## config.mk

```make
export PLATFORM = sky130hd
export DESIGN_NAME = pc_sequencer
export DESIGN_NICKNAME = d
export VERILOG_FILES = /design/src/rtl/mips_pkg.sv /design/src/rtl/npc_target_calc.sv /design/src/rtl/pc_sequencer.sv
export SDC_FILE = /design/constraint.sdc
export NUM_CORES = 1
export LEC_CHECK = 0
export ABC_CLOCK_PERIOD_IN_PS = 4650
export CAP_MARGIN = 20
export CORE_MARGIN = 2
export CORE_UTILIZATION = 50
export DETAILED_ROUTE_END_ITERATION = 12
export HOLD_SLACK_MARGIN = 0.15
export PLACE_DENSITY_LB_ADDON = 0.25
export SETUP_SLACK_MARGIN = 0.5
export SYNTH_ARGS = -nofsm -noshare
export SYNTH_HDL_FRONTEND = slang
export SYNTH_SLANG_ARGS = --single-unit
```

## constraint.sdc

```tcl
create_clock -name clk -period 4.65 [get_ports clk]
set_input_delay 0.93 -clock clk [delete_from_list [all_inputs] [get_ports clk]]
set_output_delay 0.93 -clock clk [all_outputs]
set_load 0.02 [all_outputs]
```

## src/rtl/mips_pkg.sv

```systemverilog
// Shared MIPS front-end definitions: next-PC mode codes, default vectors and
// the pending-redirect FSM encoding used by pc_sequencer.
// Contents: NPC_* mode constants, *_VECTOR_DEF defaults, pend_state_e.
package mips_pkg;

    // redirect_mode encodings
    localparam logic [1:0] NPC_BRANCH = 2'b00;
    localparam logic [1:0] NPC_JUMP   = 2'b01;
    localparam logic [1:0] NPC_JR     = 2'b10;
    localparam logic [1:0] NPC_ERET   = 2'b11;

    // Default fetch vectors
    localparam logic [31:0] RESET_VECTOR_DEF = 32'h0000_3000;
    localparam logic [31:0] EXC_VECTOR_DEF   = 32'h0000_4180;

    // Pending-redirect FSM
    typedef enum logic {
        ST_IDLE = 1'b0,
        ST_PEND = 1'b1
    } pend_state_e;

endpackage

```

## src/rtl/npc_target_calc.sv

```systemverilog
// Combinational redirect target, effectiveness and alignment check.
// Latency: 0 cycles (pure combinational).
// Backpressure: none; the caller decides when the target is consumed.
// Ports: i_valid/i_mode/i_br_taken qualify the redirect; i_pc4, i_imm26,
//        i_reg_addr, i_epc are the target operands; o_eff, o_target and
//        o_misaligned (already qualified by o_eff) are the results.
module npc_target_calc
    import mips_pkg::*;
(
    input  logic        i_valid,
    input  logic [1:0]  i_mode,
    input  logic        i_br_taken,
    input  logic [31:0] i_pc4,
    input  logic [25:0] i_imm26,
    input  logic [31:0] i_reg_addr,
    input  logic [31:0] i_epc,
    output logic        o_eff,
    output logic [31:0] o_target,
    output logic        o_misaligned
);

    logic [31:0] w_br_off;

    // Sign-extended word offset of the branch immediate
    assign w_br_off = {{14{i_imm26[15]}}, i_imm26[15:0], 2'b00};

    always_comb begin
        o_target = i_pc4 + 32'd4;
        unique case (i_mode)
            NPC_BRANCH: o_target = i_pc4 + w_br_off;
            NPC_JUMP:   o_target = {i_pc4[31:28], i_imm26, 2'b00};
            NPC_JR:     o_target = i_reg_addr;
            NPC_ERET:   o_target = i_epc;
            default:    o_target = i_pc4 + 32'd4;
        endcase
    end

    // An untaken branch is not a redirect at all
    assign o_eff        = i_valid && !((i_mode == NPC_BRANCH) && !i_br_taken);
    assign o_misaligned = o_eff && (o_target[1:0] != 2'b00);

endmodule

```

## src/rtl/pc_sequencer.sv

```systemverilog
// Fetch PC register with stall hold, pending-redirect buffer and misaligned
// target trap. Latency: redirect/exception lands in pc on the next edge.
// Backpressure: stall holds pc; redirects seen under stall are buffered.
// Ports: clk/reset (sync, active-high); stall; redirect_* / imm26 / reg_addr /
//        br_taken / epc_in describe the resolved redirect; exc_req; outputs
//        pc, pc_plus4, addr_err (1-cycle pulse), redirect_pend.
// Optional: define PC_SEQ_PERF_CNT_EN to add CNT_W-wide saturating
//        redirect_cnt / stall_cnt outputs.
module pc_sequencer
    import mips_pkg::*;
#(
    parameter logic [31:0] RESET_VECTOR = RESET_VECTOR_DEF,
    parameter logic [31:0] EXC_VECTOR   = EXC_VECTOR_DEF
`ifdef PC_SEQ_PERF_CNT_EN
    ,
    parameter int          CNT_W        = 32
`endif
) (
    input  logic             clk,
    input  logic             reset,
    input  logic             stall,
    input  logic             redirect_valid,
    input  logic [1:0]       redirect_mode,
    input  logic [31:0]      redirect_pc4,
    input  logic [25:0]      imm26,
    input  logic [31:0]      reg_addr,
    input  logic             br_taken,
    input  logic [31:0]      epc_in,
    input  logic             exc_req,
    output logic [31:0]      pc,
    output logic [31:0]      pc_plus4,
    output logic             addr_err,
    output logic             redirect_pend
`ifdef PC_SEQ_PERF_CNT_EN
    ,
    output logic [CNT_W-1:0] redirect_cnt,
    output logic [CNT_W-1:0] stall_cnt
`endif
);

    pend_state_e r_state;
    pend_state_e w_state_nxt;
    logic [31:0] r_pc;
    logic [31:0] r_buf;
    logic        r_addr_err;

    logic        w_eff;
    logic [31:0] w_target;
    logic        w_misaligned;
    logic        w_exc;
    logic [31:0] w_pc_nxt;
    logic        w_buf_load;
    logic        w_pc_redir;

    npc_target_calc u_calc (
        .i_valid      (redirect_valid),
        .i_mode       (redirect_mode),
        .i_br_taken   (br_taken),
        .i_pc4        (redirect_pc4),
        .i_imm26      (imm26),
        .i_reg_addr   (reg_addr),
        .i_epc        (epc_in),
        .o_eff        (w_eff),
        .o_target     (w_target),
        .o_misaligned (w_misaligned)
    );

    // A misaligned redirect is turned into an exception redirect
    assign w_exc = exc_req || w_misaligned;

    always_comb begin
        w_state_nxt = r_state;
        w_pc_nxt    = r_pc;
        w_buf_load  = 1'b0;
        w_pc_redir  = 1'b0;
        if (w_exc) begin
            // Exceptions ignore stall and discard any buffered redirect
            w_pc_nxt    = EXC_VECTOR;
            w_state_nxt = ST_IDLE;
            w_pc_redir  = 1'b1;
        end else if (!stall) begin
            w_state_nxt = ST_IDLE;
            if (w_eff) begin
                // A fresh redirect is younger than anything buffered
                w_pc_nxt   = w_target;
                w_pc_redir = 1'b1;
            end else if (r_state == ST_PEND) begin
                w_pc_nxt   = r_buf;
                w_pc_redir = 1'b1;
            end else begin
                w_pc_nxt = r_pc + 32'd4;
            end
        end else if (w_eff) begin
            // Stalled: hold pc, buffer the youngest redirect
            w_buf_load  = 1'b1;
            w_state_nxt = ST_PEND;
        end
    end

    always_ff @(posedge clk) begin
        if (reset) begin
            r_state    <= ST_IDLE;
            r_pc       <= RESET_VECTOR;
            r_buf      <= '0;
            r_addr_err <= 1'b0;
        end else begin
            r_state    <= w_state_nxt;
            r_pc       <= w_pc_nxt;
            r_addr_err <= w_misaligned;
            if (w_buf_load) begin
                r_buf <= w_target;
            end
        end
    end

    assign pc            = r_pc;
    assign pc_plus4      = r_pc + 32'd4;
    assign addr_err      = r_addr_err;
    assign redirect_pend = (r_state == ST_PEND);

`ifdef PC_SEQ_PERF_CNT_EN
    logic [CNT_W-1:0] r_redirect_cnt;
    logic [CNT_W-1:0] r_stall_cnt;

    always_ff @(posedge clk) begin
        if (reset) begin
            r_redirect_cnt <= '0;
            r_stall_cnt    <= '0;
        end else begin
            if (w_pc_redir && (r_redirect_cnt != {CNT_W{1'b1}})) begin
                r_redirect_cnt <= r_redirect_cnt + 1'b1;
            end
            if (stall && !w_exc && (r_stall_cnt != {CNT_W{1'b1}})) begin
                r_stall_cnt <= r_stall_cnt + 1'b1;
            end
        end
    end

    assign redirect_cnt = r_redirect_cnt;
    assign stall_cnt    = r_stall_cnt;
`else
    // w_pc_redir only feeds the performance counters
    logic w_unused;
    assign w_unused = w_pc_redir;
`endif

endmodule
```

**Word-level counts from Yosys, hierarchy flattened**

Cells that the tools add are included.

- $add $sub $neg: 2
- Equal/unequal tests: 4
- Mux-type cells: 8
- Bitwise operators: 1
- Reductions and logical operators: 10

Operators by type and width:

| operator | count |
|---|---|
| 32-bit one-hot mux with 4 select lines | 1 |
| 32-bit 2-to-1 mux | 2 |
| 32-bit by 3-bit adder with 32-bit output, second input constant | 1 |
| 32-bit adder | 1 |
| 15-bit 2-to-1 mux | 2 |
| 2-bit == test, second input constant | 2 |
| 1-bit logical AND | 3 |
| 1-bit 2-to-1 mux | 3 |
| 3-bit OR reduction | 1 |
| 2-bit by 1-bit == test with 1-bit output, second input constant | 1 |
| 1-bit zero test | 2 |
| 2-bit zero test | 1 |
| 2-bit by 1-bit inequality test with 1-bit output, second input constant | 1 |
| 2-bit nonzero test | 1 |
| 2-bit OR reduction | 1 |
| 1-bit logical OR | 1 |
| 1-bit inverter | 1 |

- Register bits: 66
- Input port bits: 130
- Output and inout bits: 66
- Logic and storage cells: 30

**Logic depth before layout (Yosys ltp)**

Gate-level depths: netlist (run 1).

- Word-level depth: 7
- Depth in mapped cells: 11
- Mapped depth without buffers: 10

**By module**

A second synthesis (run 1) with hierarchy kept.

- Cells, all modules: 754
- Area total of the unflattened synthesis: 6276.0 um^2

By module, submodules not included:

| module | times used | cells an instance | area each (um^2) | sequential area each (um^2) |
|---|---|---|---|---|
| pc_sequencer | 1 | 512 | 4077.7 | 1321.3 |
| npc_target_calc | 1 | 242 | 2198.4 | 0.0 |

**Worst setup path before layout (run 1)**

OpenSTA, ideal clock, no wires.

- Path kind: input port to flip-flop
- Start: in redirect_pc4[2]
- End: reg r_pc[18], in the netlist pc[18]
- Setup time: 0.132 ns
- Arrival: 3.183 ns
- Required time: 4.518 ns
- Path slack: 1.334 ns
- Stages on the path: 10
- Path buffers: 0
- Cells stage by stage: ha_1 -> fa_1 -> a211oi_2 -> o21ai_1 -> and2_1 -> a211o_1 -> xor2_1 -> mux4_2 -> o21ai_1 -> a21oi_1

- Longest elaborated chain between the ends: 3

RTL lines:

| what | RTL line | RTL |
|---|---|---|
| start, declared | pc_sequencer.sv:24 | `input logic [31:0] redirect_pc4,` |
| 32-bit adder | npc_target_calc.sv:30 | `NPC_BRANCH: o_target = i_pc4 + w_br_off;` |
| 32-bit one-hot mux with 4 select lines | npc_target_calc.sv:29 | `unique case (i_mode)` |
| 32-bit 2-to-1 mux | pc_sequencer.sv:83 | `if (w_eff) begin` |
| end signal, assigned | pc_sequencer.sv:108 | `r_pc <= w_pc_nxt;` |
| end, declared | pc_sequencer.sv:43 | `logic [31:0] r_pc;` |

No other way between the ends.
A chain may end at the register's enable or synchronous reset.

**Worst setup path in the final report (run 1)**

- Start: reg r_pc[2], in the netlist pc[2]
- End: out pc_plus4[26]

- Longest elaborated chain between the ends: 1

RTL lines:

| what | RTL line | RTL |
|---|---|---|
| 32-bit by 3-bit adder with 32-bit output | pc_sequencer.sv:117 | `assign pc_plus4 = r_pc + 32'd4;` |
| end, declared | pc_sequencer.sv:31 | `output logic [31:0] pc_plus4,` |

No other way between the ends.

==> results of run 1 <==
## metrics by stage
step                      cell area, um2  hold WS [ns]  setup slack (ns)  instances  total power, mW
final                               8476        0.4533            0.7130       1136            1.987
after CTS                           8476        0.4532            0.7862       1136            1.978
after global routing                8476        0.4706            0.6055       1136            2.080
after global placement              8189        0.4405            0.5408       1121            1.319
after floorplan                     6188        0.4315             1.334        802            1.041
after detailed placement            8189        0.4461            0.6020       1121            1.321
## worst min path at each step
stage / startpoint / endpoint / slack (ns)
CTS: r_buf[8] / r_buf[8] / 0.45
floorplan: r_buf[12] / r_buf[12] / 0.43
global placement: r_buf[12] / r_buf[12] / 0.44
finish: r_buf[13] / r_buf[13] / 0.45
global route: r_buf[20] / r_buf[20] / 0.47
detailed placement: r_buf[8] / r_buf[8] / 0.45
## cells in the final DEF (no fill, tap or decap), types with 4 or more instances in the layout
cell type and n:
clkdlybuf4s50_1 194, nor2_1 84, nand2_1 83, a21oi_1 79
dfxtp_1 66, mux2i_1 40, o21ai_0 38, nand3_1 31
ha_1 30, xnor2_1 27, a211oi_1 19, nor3_1 18
inv_1 16, mux2_2 16, xor2_1 15, buf_4 15
nand4_1 14, and3_1 14, mux4_2 13, a21o_1 12
o211ai_1 11, clkbuf_16 9, o21ai_1 8, a31oi_1 7
and2_1 7, o21a_1 6, o31ai_1 5, nand2b_1 4
and4_1 4, o22ai_1 4, a311oi_1 4
## Yosys cell counts (5+ instances only)
| cell type | n |
|---|---|
| nor2_1 | 84 |
| buf_1 | 7 |
| a31oi_1 | 7 |
| nand3_1 | 31 |
| o21a_1 | 6 |
| a211oi_1 | 19 |
| mux2_2 | 16 |
| a21o_1 | 12 |
| and2_1 | 7 |
| buf_4 | 6 |
| xnor2_1 | 27 |
| a21oi_1 | 79 |
| o21ai_1 | 9 |
| o211ai_1 | 11 |
| mux2i_1 | 40 |
| nand2_1 | 83 |
| o31ai_1 | 5 |
| nor3_1 | 18 |
| inv_1 | 16 |
| clkbuf_1 | 33 |
| o21ai_0 | 38 |
| dfxtp_1 | 66 |
| xor2_1 | 15 |
| and3_1 | 14 |
| mux4_2 | 13 |
| buf_2 | 11 |
| ha_1 | 30 |
| nand4_1 | 14 |
## per-layer routing
metal	vias to the layer above	GRT usage, %
met5	-	0
met4	0	8.594
met3	40	6.484
met2	382	49.14
met1	3210	45.63
li1	3304	-
## area by class of cell
| cell class | instances | share of cell area [%] |
|---|---|---|
| Tap cell | 168 | 2.480 |
| Clock inverter | 3 | 0.4724 |
| Clock buffer | 12 | 2.908 |
| Inverter | 16 | 0.7086 |
| Sequential cell | 66 | 15.59 |
| Multi-Input combinational cell | 661 | 53.54 |
| Timing Repair Buffer | 210 | 24.30 |
## flip-flops by register name (all words and copies together) (netlist names), named ones only
register,cells
pc,30
r_buf,32
redirect_pend,1
addr_err,1
## cells by family (layout without fill, tap and decap cells)
logic type,after synthesis,count (layout)
buffers and inverters,75,241
XOR/XNOR,43,43
flip-flops,66,66
multiplexers,70,70
adder cells (fa/ha/maj),31,31
AND/OR/NAND/NOR,278,278
AO/OA/AOI/OAI,239,239
## power by group through the flow
stage                     sequential [mW]  clock [mW]  combinational, mW
after floorplan                     0.636           0              0.405
after global placement              0.625           0              0.694
after detailed placement            0.626           0              0.695
after CTS                           0.615       0.664              0.699
after global routing                0.619       0.695              0.767
final                               0.616       0.663              0.708
## critical path, delay by kind of cell, from the launching register on
| kind | cells | cell delay [ns] |
|---|---|---|
| adder cells (fa/ha/maj) | 1 | 0.31 |
| XOR/XNOR | 1 | 0.30 |
| AND/OR/NAND/NOR | 3 | 0.90 |
| buffers and inverters | 1 | 0.68 |
| flip-flops | 1 | 0.49 |
==> flow_summary.json, run 1 <==
{
  "via_count": 6936,
  "synth_nets": 963,
  "path_cells": "ha_1 > nand2_1 > nor3_2 > and3_1 > xor2_1 > clkdlybuf4s50_1",
  "synth_top_family_by_area": "compound AO/OA/AOI/OAI gates",
  "tightest_slew_ns": 1.004,
  "finalCritPeriodShare_pct": 84.67,
  "multi_input_area_um2": 4538,
  "synthArstFlopShare_pct": 0,
  "skew_ns": 0.006794,
  "synthMuxAreaShare_pct": 14.29,
  "hpwlAfterDp_mm": 16.14,
  "clock-root-buffer": "clkbuf_16",
  "synth_top_area_share_pct": 21.35,
  "grt_pass1_vias": 6345,
  "power.density_nw_per_um2": 234.4,
  "ant_nets": 0,
  "regArea_um2": 1321,
  "syn_inst": 802,
  "worstSetupEndpoint": "pc_plus4[26]",
  "p_clk_share_pct": 33.4,
  "first_iter_violations": 572,
  "clk_pin_slew_worst_paths_ns": 0.05,
  "netlist_area_um2": 6188,
  "clockBufferDepth": 2,
  "reg2reg_from": "pc[4]",
  "fmax_mhz": 254.0,
  "end_kind": "output port",
  "grt.total_usage_pct": 31.96,
  "avgRoutedWirePerCell_um": 18.65,
  "synth_top_area_cell": "dfxtp_1",
  "wl_met3_mm": 2.146,
  "met1_length_mm": 9.234,
  "drv_cap": 0,
  "globalplace.congestion": 0.9375,
  "avgSynthCellArea_um2": 7.716,
  "leakagePower_nw": 3.259,
  "clk_latency_ns": 0.33,
  "coreArea_um2": 12060,
  "ys_types": 74,
  "finalSetupTns_ns": 0,
  "start_util_pct": 51.31,
  "nets": 1125,
  "synth-compound-area-share_pct": 25.23,
  "synthXorXnorAreaFrac_pct": 6.207,
  "crit_slowest_cell": "clkdlybuf4s50_1",
  "post-cts-setup-buffers": 0,
  "power.net_switching_uw": 641.2,
  "slowest_delay_ns": 0.68,
  "synthTopCellsByArea": "dfxtp_1 (21%), mux2i_1 (6.5%), a21oi_1 (6.4%)",
  "cp.arrival_ns": 3.01,
  "swShare_pct": 32.28,
  "top_layer_used": "met4",
  "cp-start-kind": "register",
  "io_pins": 196,
  "synth-simple-area-share_pct": 21.15,
  "reg2reg_setup_slack_ns": 2.06,
  "dr.pass1.iters": 7,
  "crit_fanout": 8,
  "synth_seq_cells": 66,
  "finalHoldViolations": 0,
  "critPathLaunch": "pc[2]",
  "io_buffers": 195,
  "dr_wl_met2_mm": 9.418,
  "seq_power_share_pct": 31.0,
  "min_period_ns": 3.937,
  "rsz0062_at_grt": "false",
  "relSlewSlack_pct": 32.79,
  "htree_levels": 3,
  "grt_start_max_net_pins": 39,
  "ys.warnings.count": 0,
  "rows": 40,
  "synth_edf_count": 0,
  "synth_seq_area_share_pct": 21.35,
  "synthAdderAreaFrac_pct": 6.389,
  "diodes": 0,
  "grt_antenna_before_repair": 0,
  "postCtsResizedCells": 0,
  "die_x_um": 115.3,
  "drt-vias-per-instance": 6.106,
  "routed_wl_mm": 21.18,
  "p_int_mw": 1.345,
  "hold_class": "register to register",
  "grt_overflow": 0,
  "worst_ep_required_time_ns": 3.72,
  "nFillCells": 1003,
  "drv_slew": 0,
  "tritoncts": "yes",
  "rr_worst_depth": 8,
  "drive_gt1_share_pct": 7.748,
  "setup_viol": 0,
  "status": "finished, final reports clean",
  "route.detailed.drc": 0,
  "cts.sinks": 66,
  "synthFlopType": "dfxtp_1",
  "dieArea_um2": 13280,
  "p_comb_share_pct": 35.6,
  "worst_r2r_endpoint": "pc[29]",
  "hold-path-cell-count": 2,
  "area.growth.synth_to_final_pct": 36.96,
  "grt_pass1_wl_mm": 33.55,
  "fin_util_pct": 70.27,
  "cts_hold_buffers": 0,
  "path_class": "register to output port",
  "cts_buffers": 9,
  "peakVddDrop_v": 0.0001365,
  "die_h_um": 115.3
}
(Power assumes the default switching activity.)
==> run 2, diff against run 1 <==
--- a/config.mk
+++ b/config.mk
@@ -5,10 +5,10 @@
 export SDC_FILE = /design/constraint.sdc
 export NUM_CORES = 1
 export LEC_CHECK = 0
-export ABC_CLOCK_PERIOD_IN_PS = 4650
+export ABC_CLOCK_PERIOD_IN_PS = 3180
 export CAP_MARGIN = 20
 export CORE_MARGIN = 2
-export CORE_UTILIZATION = 50
+export CORE_UTILIZATION = 43
 export DETAILED_ROUTE_END_ITERATION = 12
 export HOLD_SLACK_MARGIN = 0.15
 export PLACE_DENSITY_LB_ADDON = 0.25
==> constraint.sdc (replaced) <==
create_clock -name clk -period 3.18 [get_ports clk]
set_input_delay 0.636 -clock clk [delete_from_list [all_inputs] [get_ports clk]]
set_output_delay 0.636 -clock clk [all_outputs]
set_load 0.02 [all_outputs]
==> run 2 against run 1 <==
Compared with the run above: combinational power rose by 100%; critical path depth grew 5; largest power group unchanged; largest cell class unchanged; critical endpoint is now pc[10]; design area grew 23%; worst setup slack got worse by 0.27 ns.
==> flow_summary.json, run 2 (synthesized netlist as in run 1, its figures left out) <==
{
  "status": "finished, final reports clean",
  "tightest_slew_ns": 0.5465,
  "first_iter_violations": 780,
  "io_pins": 196,
  "fin_util_pct": 74.53,
  "finalPower_mw": 3.213,
  "hold_class": "register to register",
  "clk_pin_slew_worst_paths_ns": 0.05,
  "skew_ns": 0.003729,
  "rows": 43,
  "grt_start_max_net_pins": 38,
  "cp.arrival_ns": 2.96,
  "rsz0062_at_grt": "true",
  "die_x_um": 124.0,
  "grt_overflow": 0,
  "area.growth.synth_to_final_pct": 68.48,
  "coreArea_um2": 13990,
  "grt.total_usage_pct": 31.50,
  "drive_gt1_share_pct": 32.32,
  "start_util_pct": 44.24,
  "p_clk_share_pct": 28.0,
  "peakVddDrop_v": 0.0002792,
  "leakagePower_nw": 4.336,
  "fmax_mhz": 364.9,
  "nets": 1270,
  "dpl_cell_area_um2": 9110,
  "io_buffers": 195,
  "dieArea_um2": 15370,
  "min_period_ns": 2.740,
  "stdcell_area_um2": 10430,
  "end_kind": "register",
  "cts_hold_buffers": 0,
  "dp_slack_ns": -0.3250,
  "route.detailed.drc": 0,
  "avgRoutedWirePerCell_um": 19.20,
  "drv_cap": 0,
  "p_comb_share_pct": 44.1,
  "swShare_pct": 33.98,
  "finalCritPeriodShare_pct": 86.17,
  "setup_ws_ns": 0.4396,
  "power.net_switching_mw": 1.092,
  "largest_reg_flops": 32,
  "tritoncts": "yes",
  "htree_levels": 3,
  "via_count": 7681,
  "p_int_mw": 2.122,
  "hpwlAfterDp_mm": 17.96,
  "path_class": "primary input to register",
  "routed_wl_mm": 24.85,
  "globalplace.congestion": 0.9743,
  "finalHoldViolations": 0,
  "cp-start-kind": "primary input",
  "mostFrequentLayoutCell": "buf_4",
  "dr.pass1.iters": 5,
  "grt_pass1_wl_mm": 37.84,
  "worst_ep_required_time_ns": 3.40,
  "seq_power_share_pct": 27.9,
  "clk_latency_ns": 0.33,
  "clock-root-buffer": "clkbuf_16",
  "diodes": 0,
  "relSlewSlack_pct": 63.57,
  "die_h_um": 124.0,
  "power.density_nw_per_um2": 308.2,
  "setup_viol": 0,
  "cts.sinks": 66,
  "final_cell_mix": "buf_4 (160), clkdlybuf4s50_1 (128), nor2_1 (80), nand2_1 (78), a21oi_1 (70)",
  "regMostFlops": "r_buf",
  "ant_nets": 0,
  "grt_antenna_before_repair": 0,
  "reg2reg_setup_slack_ns": 1.01,
  "crit_fanout": 3,
  "grt_pass1_vias": 7124,
  "drt-vias-per-instance": 5.936,
  "cts_buffers": 9,
  "clockBufferDepth": 2,
  "drv_slew": 0
}
## run 2: area by class of cell
class / count / area, um2
repair buffers: 355 / 3148
inverters: 16 / 60.06
clock buffers: 13 / 250.2
clock inverters: 3 / 15.01
multi-input cells: 661 / 5383
flip-flops and latches: 66 / 1345
well taps: 180 / 225.2
fillers: 1046 / 3562
## run 2: per-stage QoR
stage / TNS, ns / hold WS [ns] / std cells
finish: 0 / 0.4530 / 1294
global route: 0 / 0.4709 / 1294
CTS: 0 / 0.4536 / 1273
detailed placement: -4.028 / 0.4467 / 1246
global placement: -2.970 / 0.4404 / 1246
floorplan: 0 / 0.4315 / 802
## run 2: metal layers
layer	vias to the layer above	wire length (um)	track usage, %
li1	3587	-	-
met1	3621	10570	44.92
met2	439	11600	49.83
met3	34	2319	5.220
met4	0	356	7.374
met5	-	0	0
## run 2: worst paths after layout
| check | start | end | cells past startpoint |
|---|---|---|---|
| setup / recovery | imm26[0] | pc[10] | 11 |
| setup reg to reg | pc[8] | pc[19] | 10 |
| hold / removal | r_buf[12] | r_buf[12] | 2 |
| hold reg to reg | r_buf[12] | r_buf[12] | 2 |
## run 2: timing repair
| item | 4_1_cts | 5_1_grt |
|---|---|---|
| endpoints found under the hold margin | 0 | 0 |
| setup endpoints to repair | 74 | 76 |
| resized for setup | 195 | 113 |
| buffers inserted | 11 | 21 |
| pin swaps | 39 | 70 |
## run 2: worst max-delay path, stage by stage
cell      delay, ns
buf_8          0.10
ha_4           0.16
fa_2           0.42
a211oi_4       0.25
o21ai_2        0.10
a21oi_2        0.18
o21bai_1       0.13
xor2_1         0.17
mux4_2         0.53
a211oi_2       0.23
nor3_2         0.05
## run 2: power groups by stage
stage / Clock [mW] / Sequential [mW] / Combinational [mW]
2_1_floorplan: 0 / 0.930 / 0.598
6_report: 0.899 / 0.896 / 1.42
4_1_cts: 0.897 / 0.895 / 1.29
3_5_place_dp: 0 / 0.909 / 1.20
5_1_grt: 0.932 / 0.899 / 1.51
3_3_place_gp: 0 / 0.908 / 1.19
==> variant 1, RTL diff (config.mk and constraints of run 2) <==
Remove the register `r_addr_err`: a continuous assignment takes its place, so the output `addr_err` follows one clock earlier.
--- a/src/rtl/pc_sequencer.sv
+++ b/src/rtl/pc_sequencer.sv
@@ -102,16 +102,16 @@
             r_state    <= ST_IDLE;
             r_pc       <= RESET_VECTOR;
             r_buf      <= '0;
-            r_addr_err <= 1'b0;
         end else begin
             r_state    <= w_state_nxt;
             r_pc       <= w_pc_nxt;
-            r_addr_err <= w_misaligned;
             if (w_buf_load) begin
                 r_buf <= w_target;
             end
         end
     end
+
+    assign r_addr_err = w_misaligned;
 
     assign pc            = r_pc;
     assign pc_plus4      = r_pc + 32'd4;
Behaviour: not the same (Yosys sat finds a counterexample within 4 cycles, from zero or initial values and one cycle with reset high).
==> variant 1 against run 2 <==
Count of clock-buffer cells in the layout is 1 lower; fmax is 1.2% lower; synthesized area is 1.4% lower; via count is 0.60% lower; critical path type unchanged; wire length is 0.47% higher; sequential share of layout area is 0.094 points lower; synthesized cell count is 4.2% lower; power is 4.5% higher; die area is 1.3% lower; largest cell class unchanged; worst setup slack worse by 0.034 ns; final area is 1.5% lower; critical path depth is 2 higher; sequential cell count is 1 lower.
==> variant 1: results <==
set metrics [dict create \
    p_per_area_nw_per_um2 327 \
    grt_max_degree 40 \
    grt_use_met3 0.0318 \
    wl_met3_um 1870 \
    reg2reg_from "pc[15]" \
    p_comb_frac 0.430 \
    cp.arrival_ns 2.99 \
    synth_compound_area_frac 0.275 \
    ys_top_cells_by_area "dfxtp_1 21%, ha_1 6.2%, mux4_2 5.5%" \
    viasPerCell 5.98 \
    synthAdderAreaFrac 0.0648 \
    synth_xor_area_frac 0.0617 \
    ys_seq_area_frac 0.213 \
    outcome "finished clean" \
    seq-power_w 0.000874 \
    grt_use_total 0.309 \
    synthCells 768 \
    internal_power_w 0.00226 \
    finClkSkew_ns 0.00563 \
    grt_pass1_wl_um 36800 \
    dp_cells 1235 \
    syn_nets 929 \
    dpl_cell_area_um2 9160 \
    fill_cells 1013 \
    finalNetCount 1252 \
    cp_max_fo 2 \
    vdd_drop_max_mv 0.212 \
]
==> variant 1: cell types whose count changed after synthesis, moves of 10 or more <==
cell,before,now
mux2i_1,40,29
o21ai_0,38,48
nor2_1,84,66
a21oi_1,79,66
buf_2,11,1
==> variant 1: worst paths after layout <==
kind         slack [ns]        end  cells past startpoint
min                0.45  r_buf[21]                      2
min reg2reg        0.45  r_buf[21]                      2
max reg2reg        1.09     pc[29]                      8
max                0.41      pc[7]                     13
==> variant 1: repair_timing <==
action | in CTS | in global routing
setup buffers | 11 | 14
pin swaps | 48 | 62
resized for setup | 187 | 121
setup endpoints to repair | 74 | 65
==> variant 1: area by class of cell <==
class	count	area, um2	area share
Tap cell	180	225	0.0219
Inverter	11	41.3	0.00402
Clock inverter	4	50.0	0.00487
Sequential cell	65	1320	0.128
Clock buffer	12	267	0.0260
Multi-Input combinational cell	643	5230	0.510
Timing Repair Buffer	361	3140	0.306
==> variant 2, RTL diff (flow settings as in run 2) <==
Made on the original files. Build with the macro `PC_SEQ_PERF_CNT_EN` defined.
--- a/src/rtl/pc_sequencer.sv
+++ b/src/rtl/pc_sequencer.sv
@@ -6,6 +6,8 @@
 //        pc, pc_plus4, addr_err (1-cycle pulse), redirect_pend.
 // Optional: define PC_SEQ_PERF_CNT_EN to add CNT_W-wide saturating
 //        redirect_cnt / stall_cnt outputs.
+`define PC_SEQ_PERF_CNT_EN
+
 module pc_sequencer
     import mips_pkg::*;
 #(
Check against the original RTL (old outputs only; new: redirect_cnt and stall_cnt): equivalent (Yosys induction, for registers that start in step).
==> variant 2 against run 2 <==
Synthesized area up 42%; final cell count grew 38%; non-clock buffer count rose by 94; worst setup slack got worse by 0.25 ns; wire length rose by 34%; final area increased by 40%; sequential power rose by 91%; via count rose by 32%; critical path depth increased by 1; sequential cell count increased by 64; power up 59%; count of clock-buffer cells in the layout rose by 5; sequential share of layout area rose by 5.2 points; critical endpoint is now pc[18].
==> variant 2: results <==
set metrics [dict create \
    insertion_delay_ns 0.42 \
    whs_ns 0.462 \
    grt_use_total 0.283 \
    finalNetCount 1666 \
    dpl.hpwl_um 23200 \
    finClkSkew_ns 0.0148 \
    cp.arrival_ns 3.30 \
    outcome "finished clean" \
    drt_iter0_markers 788 \
    cts_made_buffers 17 \
    cp_slowest_stage_delay_ns 0.51 \
    place.gp.congestion 0.961 \
    powerComb_w 0.00148 \
    p_switching_w 0.00159 \
    antenna_found_initial 1 \
    swShare 0.310 \
    ys_top_cells_by_area "dfxtp_1 30%, nor2_1 6.2%, xnor2_1 5.7%" \
    vdd_drop_max_mv 0.308 \
    grt_pass1_wl_um 49500 \
    regToRegSetupSlack_ns 0.63 \
    synthMuxAreaShare 0.0906 \
    h-tree-depth 4 \
    viasPerCell 5.68 \
    synthAdderAreaFrac 0.0479 \
    leakagePower_nw 5.76 \
    syn_nets 1256 \
    grt_max_degree 64 \
    ys_seq_area_frac 0.297 \
    slew_headroom 0.513 \
    port_buffers 259 \
    fill_cells 1451 \
    reg2reg_from "stall_cnt[7]" \
    synth_xor_area_frac 0.111 \
]
variant 2: cell count changes after synthesis, sizes merged, moves of 11 or more:
cell,before,now
buf,26,14
clkbuf,33,44
dfxtp,66,130
inv,16,33
nand2,83,110
nand4,15,33
nor2,84,146
o21ai,47,36
xnor2,28,57
xor2,15,54
variant 2: timing repair:
action / CTS / global route
buffers inserted: 23 / 23
gates resized for setup: 231 / 143
setup endpoints to repair: 121 / 97
pin swaps: 70 / 61
gates cloned: 0 / 0
variant 2: area by class of cell:
type                    count  area [um2]  share of cell area
multi-input cells         872        6830               0.468
repair buffers            449        4090               0.280
flip-flops and latches    130        2640               0.181
clock buffers              18         439              0.0301
well taps                 270         338              0.0231
clock inverters            14         141             0.00968
inverters                  33         124             0.00848
diodes                      1        2.50            0.000171
variant 2: worst max path at each step:
stage	endpoint	slack [ns]	depth (start not counted)	start
after global routing	pc[20]	0.08	13	imm26[0]
after global placement	pc[18]	-0.47	12	imm26[0]
after CTS	pc[18]	0.29	12	imm26[0]
final	pc[18]	0.19	12	imm26[0]
after detailed placement	pc[18]	-0.53	12	imm26[0]
after floorplan	pc[12]	0.16	11	redirect_pc4[2]
variant 2: tightest hold or removal path: stages, from the launching register on:
cell     delay, ns
dfxtp_1       0.31
nand2_1       0.05
a21oi_1       0.05
variant 2: metrics by stage:
step / area [um2] / cells
after floorplan: 8840 / 1093
after global placement: 12700 / 1708
after detailed placement: 12700 / 1708
after CTS: 13900 / 1763
after global routing: 14600 / 1787
final: 14600 / 1787
variant 2: per-layer routing:
metal / global-route usage / up-vias / part of all wire
li1: - / 4742 / -
met3: 0.0503 / 117 / 0.075
met4: 0.133 / 0 / 0.049
met1: 0.359 / 4782 / 0.40
met2: 0.469 / 513 / 0.47
met5: 0 / - / 0
